<file path="src/rtl/irq_pending_arbiter.sv">
// Purpose: turns edges on eight async irq lines into sticky pending bits and presents the top unmasked one.
// Latency: irq_in edge to irq_valid is SYNC_STAGES+2 edges; next ID follows an accept by 2 edges.
// Backpressure: a presented ID is held stable until irq_ready; new edges keep accumulating as pending/ovf.

// Priority encoder: index of the highest set bit; only meaningful when req != 0.
module priority_encoder_8to3 (
    input  logic [7:0] req,
    output logic [2:0] idx
);
    // Scan upward so the highest set bit is the last to assign idx.
    always_comb begin
        idx = 3'd0;
        for (int i = 0; i < 8; i++) begin
            if (req[i]) idx = 3'(i);
        end
    end
endmodule

module irq_pending_arbiter #(
    parameter int SYNC_STAGES = 2
) (
    input  logic       clk,
    input  logic       rst_n,
    input  logic [7:0] irq_in,
    input  logic [7:0] irq_mask,
    input  logic       irq_ready,
    input  logic [7:0] ovf_clr,
    output logic       irq_valid,
    output logic [2:0] irq_id,
    output logic [7:0] irq_pending,
    output logic [7:0] irq_ovf
);
    typedef enum logic {
        IDLE    = 1'b0,
        PRESENT = 1'b1
    } state_t;

    state_t     state_q, state_nxt;
    logic [7:0] sync_q [SYNC_STAGES];
    logic [7:0] dly_q;
    logic [7:0] rise;
    logic [7:0] pending_q;
    logic [7:0] ovf_q;
    logic [7:0] req;
    logic [7:0] clr_vec;
    logic [2:0] enc_idx;
    logic [2:0] id_q;
    logic       accept;
    logic       id_load;

    // Synchroniser chain; sync_q[SYNC_STAGES-1] is the clean line value.
    always_ff @(posedge clk or negedge rst_n) begin
        if (!rst_n) begin
            for (int k = 0; k < SYNC_STAGES; k++) sync_q[k] <= '0;
        end else begin
            sync_q[0] <= irq_in;
            for (int k = 1; k < SYNC_STAGES; k++) sync_q[k] <= sync_q[k-1];
        end
    end

    // Delay flop for edge detection; resetting to 0 makes a line held high through reset count as one edge.
    always_ff @(posedge clk or negedge rst_n) begin
        if (!rst_n) dly_q <= '0;
        else        dly_q <= sync_q[SYNC_STAGES-1];
    end

    assign rise    = sync_q[SYNC_STAGES-1] & ~dly_q;
    assign accept  = (state_q == PRESENT) && irq_ready;
    assign clr_vec = accept ? (8'b1 << id_q) : 8'b0;
    assign req     = pending_q & ~irq_mask;

    // Pending and overflow: a new edge beats both the accept-clear and the software clear.
    always_ff @(posedge clk or negedge rst_n) begin
        if (!rst_n) begin
            pending_q <= '0;
            ovf_q     <= '0;
        end else begin
            pending_q <= (pending_q & ~clr_vec) | rise;
            ovf_q     <= (ovf_q & ~ovf_clr) | (rise & pending_q & ~clr_vec);
        end
    end

    priority_encoder_8to3 u_enc (
        .req (req),
        .idx (enc_idx)
    );

    // State register.
    always_ff @(posedge clk or negedge rst_n) begin
        if (!rst_n) state_q <= IDLE;
        else        state_q <= state_nxt;
    end

    // Next state: latch a winner from IDLE, hold it in PRESENT until accepted.
    always_comb begin
        state_nxt = state_q;
        id_load   = 1'b0;
        case (state_q)
            IDLE: begin
                if (req != 8'b0) begin
                    id_load   = 1'b1;
                    state_nxt = PRESENT;
                end
            end
            PRESENT: begin
                if (irq_ready) state_nxt = IDLE;
            end
            default: state_nxt = IDLE;
        endcase
    end

    // Presented ID; only loaded on the IDLE->PRESENT transition so it never changes under the consumer.
    always_ff @(posedge clk or negedge rst_n) begin
        if (!rst_n)       id_q <= '0;
        else if (id_load) id_q <= enc_idx;
    end

    assign irq_valid   = (state_q == PRESENT);
    assign irq_id      = id_q;
    assign irq_pending = pending_q;
    assign irq_ovf     = ovf_q;
endmodule

</file>
<file path="config.mk">
export PLATFORM = sky130hd
export DESIGN_NAME = irq_pending_arbiter
export DESIGN_NICKNAME = d
export VERILOG_FILES = /design/src/rtl/irq_pending_arbiter.sv
export SDC_FILE = /design/constraint.sdc
export NUM_CORES = 1
export LEC_CHECK = 0
export ABC_AREA = 1
export ABC_CLOCK_PERIOD_IN_PS = 1000
export CORE_ASPECT_RATIO = 0.9
export CORE_MARGIN = 1
export CORE_UTILIZATION = 41
export DETAILED_ROUTE_END_ITERATION = 16
export GPL_ROUTABILITY_DRIVEN = 0
export PLACE_DENSITY = 0.74
export SYNTH_ARGS = -nofsm -noshare
export SYNTH_HDL_FRONTEND = slang
export SYNTH_SLANG_ARGS = --single-unit
</file>
<file path="constraint.sdc">
create_clock -name clk -period 1 [get_ports clk]
set_input_delay 0.1 -clock clk [delete_from_list [all_inputs] [get_ports clk]]
set_output_delay 0.1 -clock clk [all_outputs]
set_load 0.02 [all_outputs]
</file>
==> flow_summary.json, run 1 <==
{
  "cap_violations": 0,
  "slew_violations": 0,
  "holdPathStages": 1,
  "period_needed_ns": 1.16,
  "htree_levels": 2,
  "synth_nets": 178,
  "synth_compound_area_share_pct": 4.90,
  "netlist_area_mm2": 0.00156,
  "setup_violations": 16,
  "cts_max_path_buffers": 2,
  "timing.rr.end": "irq_id[0]",
  "grt_pass1_vias": 1136,
  "firstDrtPassIters": 6,
  "start_util_pct": 44.4,
  "clock-sinks": 44,
  "clock_skew_ns": 0.00600,
  "overflow": 0,
  "regArea_mm2": 0.00111,
  "areaGrowthSynthToFinish_pct": 51.3,
  "ys_seq_elements": 44,
  "reg2reg_from": "irq_pending[0]",
  "wl_per_cell_um": 11.4,
  "clkLatencyLatePin_ns": 0.29,
  "crit_fanout": 2,
  "drt-total-wl_um": 3060,
  "fmax_ghz": 0.861,
  "drc": 0,
  "ant_nets": 0,
  "holdCritPathClass": "in -> reg",
  "drt-initial-drc-count": 39,
  "synth_mux_area_share_pct": 0,
  "rr_worst_depth": 7,
  "holdWs_ns": 0.239,
  "timing.final.crit_share_pct": 116,
  "hold_violations": 0,
  "layout_setup_ws_ns": -0.161,
  "cts_tree": "done",
  "numCtsBuffers": 5,
  "synth_top_area_share_pct": 70.7,
  "cp-start-kind": "flop",
  "synth_cell_types": 12,
  "post_route_cells_drive_above_1_share_pct": 33.9,
  "grt_max_degree": 45,
  "synth_top_family_by_area": "simple AND/OR/NAND/NOR gates",
  "max_slew_margin_pct": 84.8,
  "viasPerCell": 4.47,
  "fin_nets": 250,
  "io_buffer_count": 46,
  "leakagePower_nw": 1.19,
  "yosys.area.top_type": "dfrtp_1",
  "arrival_ns": 1.06,
  "synth_xor_area_share_pct": 0,
  "antenna-diode-count": 0,
  "ys_warn_count": 0,
  "vias": 1199,
  "failed_checks": "negative setup slack",
  "multi_input_area_um2": 409,
  "path_class": "reg -> out",
  "synth_area_per_cell_um2": 10.3,
  "min-delay-start": "irq_in[4]",
  "antenna_found_initial": 0,
  "synth_area_leaders": "dfrtp_1 71%, nand2_1 12%, inv_1 7.0%, o22ai_1 3.2%, nand2_2 2.4%",
  "worst_pin_slew_ns": 0.227,
  "grt_pass1_wl_um": 4760,
  "synthAdderAreaFrac_pct": 0,
  "end_kind": "primary output",
  "place_hpwl_um": 2170,
  "rows": 20,
  "seq_area_frac_synth_pct": 70.7,
  "synth-simple-area-share_pct": 17.4,
  "grt_usage_pct": 16.7,
  "power_density_mw_per_mm2": 2520,
  "die_y_um": 60.5,
  "rrSetupSlack_ns": -0.15,
  "rsz0062_at_grt": "true",
  "fin_setup_tns_ns": -1.13,
  "clkTransAtPathRegs_ns": 0.08,
  "n_fill_cell": 269,
  "hold_end": "sync_q[12]",
  "die_w_um": 66.9,
  "root_buffer": "clkbuf_8",
  "status": "complete, but fails checks",
  "worstPathRequired_ns": 0.90,
  "final_core_util_pct": 67.2,
  "core-area_mm2": 0.00350,
  "pin_count": 47,
  "pre_cts_ws_ns": -0.308,
  "fp.dieArea_mm2": 0.00405,
  "ir_worst_vdd_uv": 1160,
  "synthCells": 151
}
-- registers in the layout, indices dropped and copies added (netlist names) --
name and count:
sync_q 16, irq_valid 1, irq_id 3, irq_pending 8
dly_q 8, irq_ovf 8
-- stage by stage --
stage	std cells	area, um^2	total power, mW
after global routing	268	2350	6.32
after floorplan	151	1570	3.34
after global placement	249	2150	4.31
after CTS	261	2210	5.49
after detailed placement	249	2150	4.36
final	268	2350	5.94
-- worst max-delay path, stage by stage, from the launching register on --
cell,delay (ns)
dfrtp_2,0.41
buf_4,0.13
buf_6,0.11
buf_6,0.12
-- layout make-up --
cell class              count  area share [%]
flip-flops and latches     44            47.1
clock buffers               6            3.08
well taps                  44            2.34
repair buffers             65            24.0
clock inverters             2            1.49
multi-input cells          78            17.4
inverters                  29            4.62
-- worst max-delay path by stage --
stage | slack [ns] | cells past startpoint | end | start
6_report | -0.16 | 3 | irq_pending[3] | irq_pending[3]
5_1_grt | -0.23 | 7 | irq_id[2] | irq_pending[0]
4_1_cts | -0.12 | 7 | irq_id[2] | irq_pending[1]
3_5_place_dp | -0.31 | 8 | irq_valid | irq_mask[3]
3_3_place_gp | -0.26 | 8 | irq_valid | irq_mask[3]
2_1_floorplan | -0.09 | 6 | irq_valid | irq_pending[1]
-- routing by layer --
metal | track usage (%) | share of wire (%) | vias up
li1 | - | - | 597
met1 | 20.3 | 42 | 557
met2 | 27.0 | 50 | 39
met3 | 6.20 | 6.1 | 6
met4 | 7.29 | 1.5 | 0
met5 | 0 | 0 | -
-- cell usage in the layout, fill, tap and decap left out, types with 2 or more instances in the layout --
cell type	n
clkbuf_8	5
nand2_2	12
nand2_1	44
nor2_4	5
dfrtp_2	7
clkdlybuf4s50_1	25
buf_2	14
o21ai_1	3
buf_4	15
buf_6	9
inv_1	26
o22ai_1	7
nor2_1	2
inv_2	3
dfrtp_1	37
-- cell families after synthesis --
family          count (synthesis)
buf+inv                        29
flops                          44
compound gates                 13
simple gates                   65
-- synth_stat cells, drive strengths merged --
cell type and instances:
dfrtp 44, nor2 8, a21oi 1, inv 29, o22ai 8, nand2 56
o21ai 3, nor3 1, a31oi 1
-- timing repair --
action,4_1_cts,5_1_grt
gates resized for setup,85,32
pin swaps,1,6
hold endpoints to repair,44,0
buffers inserted,3,7
hold buffers,1,0
setup endpoints to repair,35,28
-- where the power goes --
group	switching, mW	leakage (nW)	internal [mW]
sequential	0.237	0.496	2.12
clock	0.564	0.0552	0.741
combinational	1.24	0.640	1.04
Note: power is estimated with default switching activity, not from simulation.
==> run 2: changes to the inputs <==
--- a/config.mk
+++ b/config.mk
@@ -7,6 +7,7 @@
 export LEC_CHECK = 0
 export ABC_AREA = 1
 export ABC_CLOCK_PERIOD_IN_PS = 1000
+export CAP_MARGIN = 20
 export CORE_ASPECT_RATIO = 0.9
 export CORE_MARGIN = 1
 export CORE_UTILIZATION = 41
==> results of run 2 <==
No change in the layout: final DEF, timing and power equal those of run 1.
==> run 3: changes to the inputs <==
--- a/config.mk
+++ b/config.mk
@@ -5,7 +5,6 @@
 export SDC_FILE = /design/constraint.sdc
 export NUM_CORES = 1
 export LEC_CHECK = 0
-export ABC_AREA = 1
 export ABC_CLOCK_PERIOD_IN_PS = 1000
 export CAP_MARGIN = 20
 export CORE_ASPECT_RATIO = 0.9
==> run 3 against run 2 <==
  * The flow still finishes with violations (negative setup slack)
  * Clock power fell by 12%
  * Flip-flop and latch count did not move
  * Sequential share of layout area fell by 3.3 points
  * Maximum frequency down 22%
  * Register-to-register slack worse by 0.33 ns
  * Final area up 7.3%
  * Area after synthesis down 1.0%
  * Via count down 2.0%
  * First-iteration DRC count decreased by 49%
  * Power decreased by 14%
  * Clock skew up 0.00064 ns
  * Utilization is 5.4 points higher
==> flow_summary.json, run 3 <==
{
  "status": "complete, but fails checks",
  "failed_checks": "negative setup slack",
  "hold_end": "sync_q[9]",
  "reg2reg_from": "irq_pending[4]",
  "synth_top_area_share_pct": 71.5,
  "final_core_util_pct": 72.6,
  "route.met2.wl_um": 1830,
  "worst_pin_slew_ns": 0.349,
  "synth_cell_types": 18,
  "synth_edf_count": 0,
  "clock_skew_ns": 0.00665,
  "clock-sinks": 44,
  "final_cell_mix": "39 x dfrtp_1, 25 x clkdlybuf4s50_1, 22 x buf_6",
  "slew_violations": 0,
  "post_dp_cell_area_mm2": 0.00227,
  "timing.rr.end": "irq_id[0]",
  "rows": 20,
  "die_y_um": 60.1,
  "clkLatencyLatePin_ns": 0.30,
  "design_area_mm2": 0.00253,
  "crit_fanout": 3,
  "rr_worst_depth": 4,
  "start_util_pct": 44.3,
  "period_needed_ns": 1.48,
  "layout_setup_ws_ns": -0.485,
  "holdPathStages": 1,
  "synthTopCellsByCount": "44 x dfrtp_1, 12 x nand2b_1, 11 x inv_1, 10 x nand2_1, 8 x o22ai_1",
  "layout_commonest_cell": "dfrtp_1",
  "rrSetupSlack_ns": -0.48,
  "fin_nets": 228,
  "regArea_mm2": 0.00111,
  "firstDrtPassIters": 4,
  "pin_count": 47,
  "die_w_um": 66.6,
  "clkTransAtPathRegs_ns": 0.08,
  "core-area_mm2": 0.00348,
  "holdCritPathClass": "in -> reg",
  "leakagePower_nw": 1.13,
  "seq_area_frac_synth_pct": 71.5,
  "timing.final.crit_share_pct": 148,
  "cp-start-kind": "flop",
  "synth_area_leaders": "dfrtp_1 71%, nand2b_1 4.9%, o22ai_1 3.2%, inv_1 2.7%, nand2_1 2.4%",
  "grt_pass1_wl_um": 5600,
  "areaGrowthSynthToFinish_pct": 64.0,
  "end_kind": "flop",
  "pre_cts_ws_ns": -0.622,
  "post_route_cells_drive_above_1_share_pct": 43.1,
  "drt-total-wl_um": 3450,
  "synthCells": 115,
  "n_fill_cell": 241,
  "async_flop_share_pct": 100,
  "grt_pass1_vias": 1213,
  "ys_seq_elements": 44,
  "maxUsedRoutingLayer": "met4",
  "regMostFlops": "sync_q",
  "multi_input_area_um2": 490,
  "fp.dieArea_mm2": 0.00401,
  "power_density_mw_per_mm2": 2020,
  "path_class": "reg -> reg",
  "drc": 0,
  "cts_tree": "done",
  "worstPathRequired_ns": 1.19,
  "yosys.area.top_type": "dfrtp_1",
  "synth.most_common_cell": "dfrtp_1",
  "place_hpwl_um": 2380,
  "overflow": 0,
  "grt_usage_pct": 20.1,
  "setup_violations": 28,
  "vias": 1175,
  "ir_worst_vdd_uv": 1420,
  "antenna_found_initial": 0,
  "synth_area_per_cell_um2": 13.4,
  "viasPerCell": 4.78,
  "min-delay-start": "irq_in[1]",
  "cap_violations": 0,
  "hold_violations": 0,
  "ant_nets": 0,
  "io_buffer_count": 46,
  "fmax_ghz": 0.674,
  "finalPower_mw": 5.11,
  "largest_register_ffs": 16,
  "wl_met1_um": 1380,
  "htree_levels": 2,
  "netlist_area_mm2": 0.00154,
  "root_buffer": "clkbuf_8",
  "grt_max_degree": 45,
  "max_slew_margin_pct": 76.8,
  "ys_warn_count": 0,
  "wl_per_cell_um": 14.0,
  "arrival_ns": 1.67,
  "rsz0062_at_grt": "true",
  "numCtsBuffers": 5,
  "cts_max_path_buffers": 2,
  "wl_met3_um": 190,
  "antenna-diode-count": 0,
  "synth_nets": 142,
  "synthFlopType": "dfrtp_1",
  "drt-initial-drc-count": 20
}
==> run 3: changes by cell type after synthesis, moves of 5 or more <==
cell	previous run	this run
nand2_2	6	0
nor2_1	6	1
inv_1	29	11
nand2b_1	0	12
nand2_1	50	10
==> run 3: kinds of logic after synthesis <==
family                 count (synthesis)  synth area share (%)
AOI/OAI and AO/OA                     24                  9.75
buffers and inverters                 11                  2.68
DFF                                   44                  71.5
muxes                                  3                  2.60
and+or+nand+nor                       33                  13.5
==> run 3: layer usage <==
metal,vias to the layer above,global-route usage (%)
met5,-,0
li1,565,-
met4,0,6.69
met1,573,23.0
met2,31,34.3
met3,6,8.02
==> run 3: layout make-up <==
class                   instances  share of cell area (%)
clock buffers                   6                    3.27
clock inverters                 2                   0.594
inverters                      11                    1.63
multi-input cells              60                    19.4
flip-flops and latches         44                    43.8
well taps                      44                    2.18
repair buffers                 79                    29.1
==> run 3: where the power goes <==
| group | total (mW) | switching [mW] | internal (mW) |
|---|---|---|---|
| clock | 1.14 | 0.584 | 0.558 |
| sequential | 2.16 | 0.163 | 2.00 |
| combinational | 1.81 | 0.812 | 0.994 |
| total | 5.11 | 1.56 | 3.55 |
==> run 3: per-stage QoR <==
step	cells	hold slack (ns)	TNS (ns)
4_1_cts	241	0.219	-3.61
6_report	246	0.228	-3.83
5_1_grt	246	0.218	-5.16
2_1_floorplan	115	-0.196	-2.64
3_5_place_dp	228	0.0932	-8.68
3_3_place_gp	228	0.0867	-8.44
==> run 3: what timing repair did <==
item / in CTS / in global routing
hold endpoints to repair: 44 / 0
gates resized for setup: 129 / 3
gates cloned: 0 / 0
pin swaps: 5 / 5
hold buffers: 1 / 0
setup endpoints to repair: 40 / 32
setup buffers: 5 / 7
==> run 3: how the worst max path moves through the flow <==
stage	endpoint	slack [ns]	from	cells after the start
2_1_floorplan	irq_id[1]	-0.51	irq_pending[5]	4
3_3_place_gp	irq_id[0]	-0.58	irq_mask[5]	5
3_5_place_dp	irq_id[0]	-0.62	irq_mask[5]	5
4_1_cts	irq_id[0]	-0.47	irq_pending[5]	4
5_1_grt	irq_id[0]	-0.55	irq_pending[4]	4
6_report	irq_id[0]	-0.48	irq_pending[4]	4
==> run 3: worst max-delay path: stages (launching register included) <==
cell	delay [ns]
dfrtp_2	0.41
nor2b_4	0.14
nor4_4	0.35
a31oi_4	0.16
mux2_4	0.32
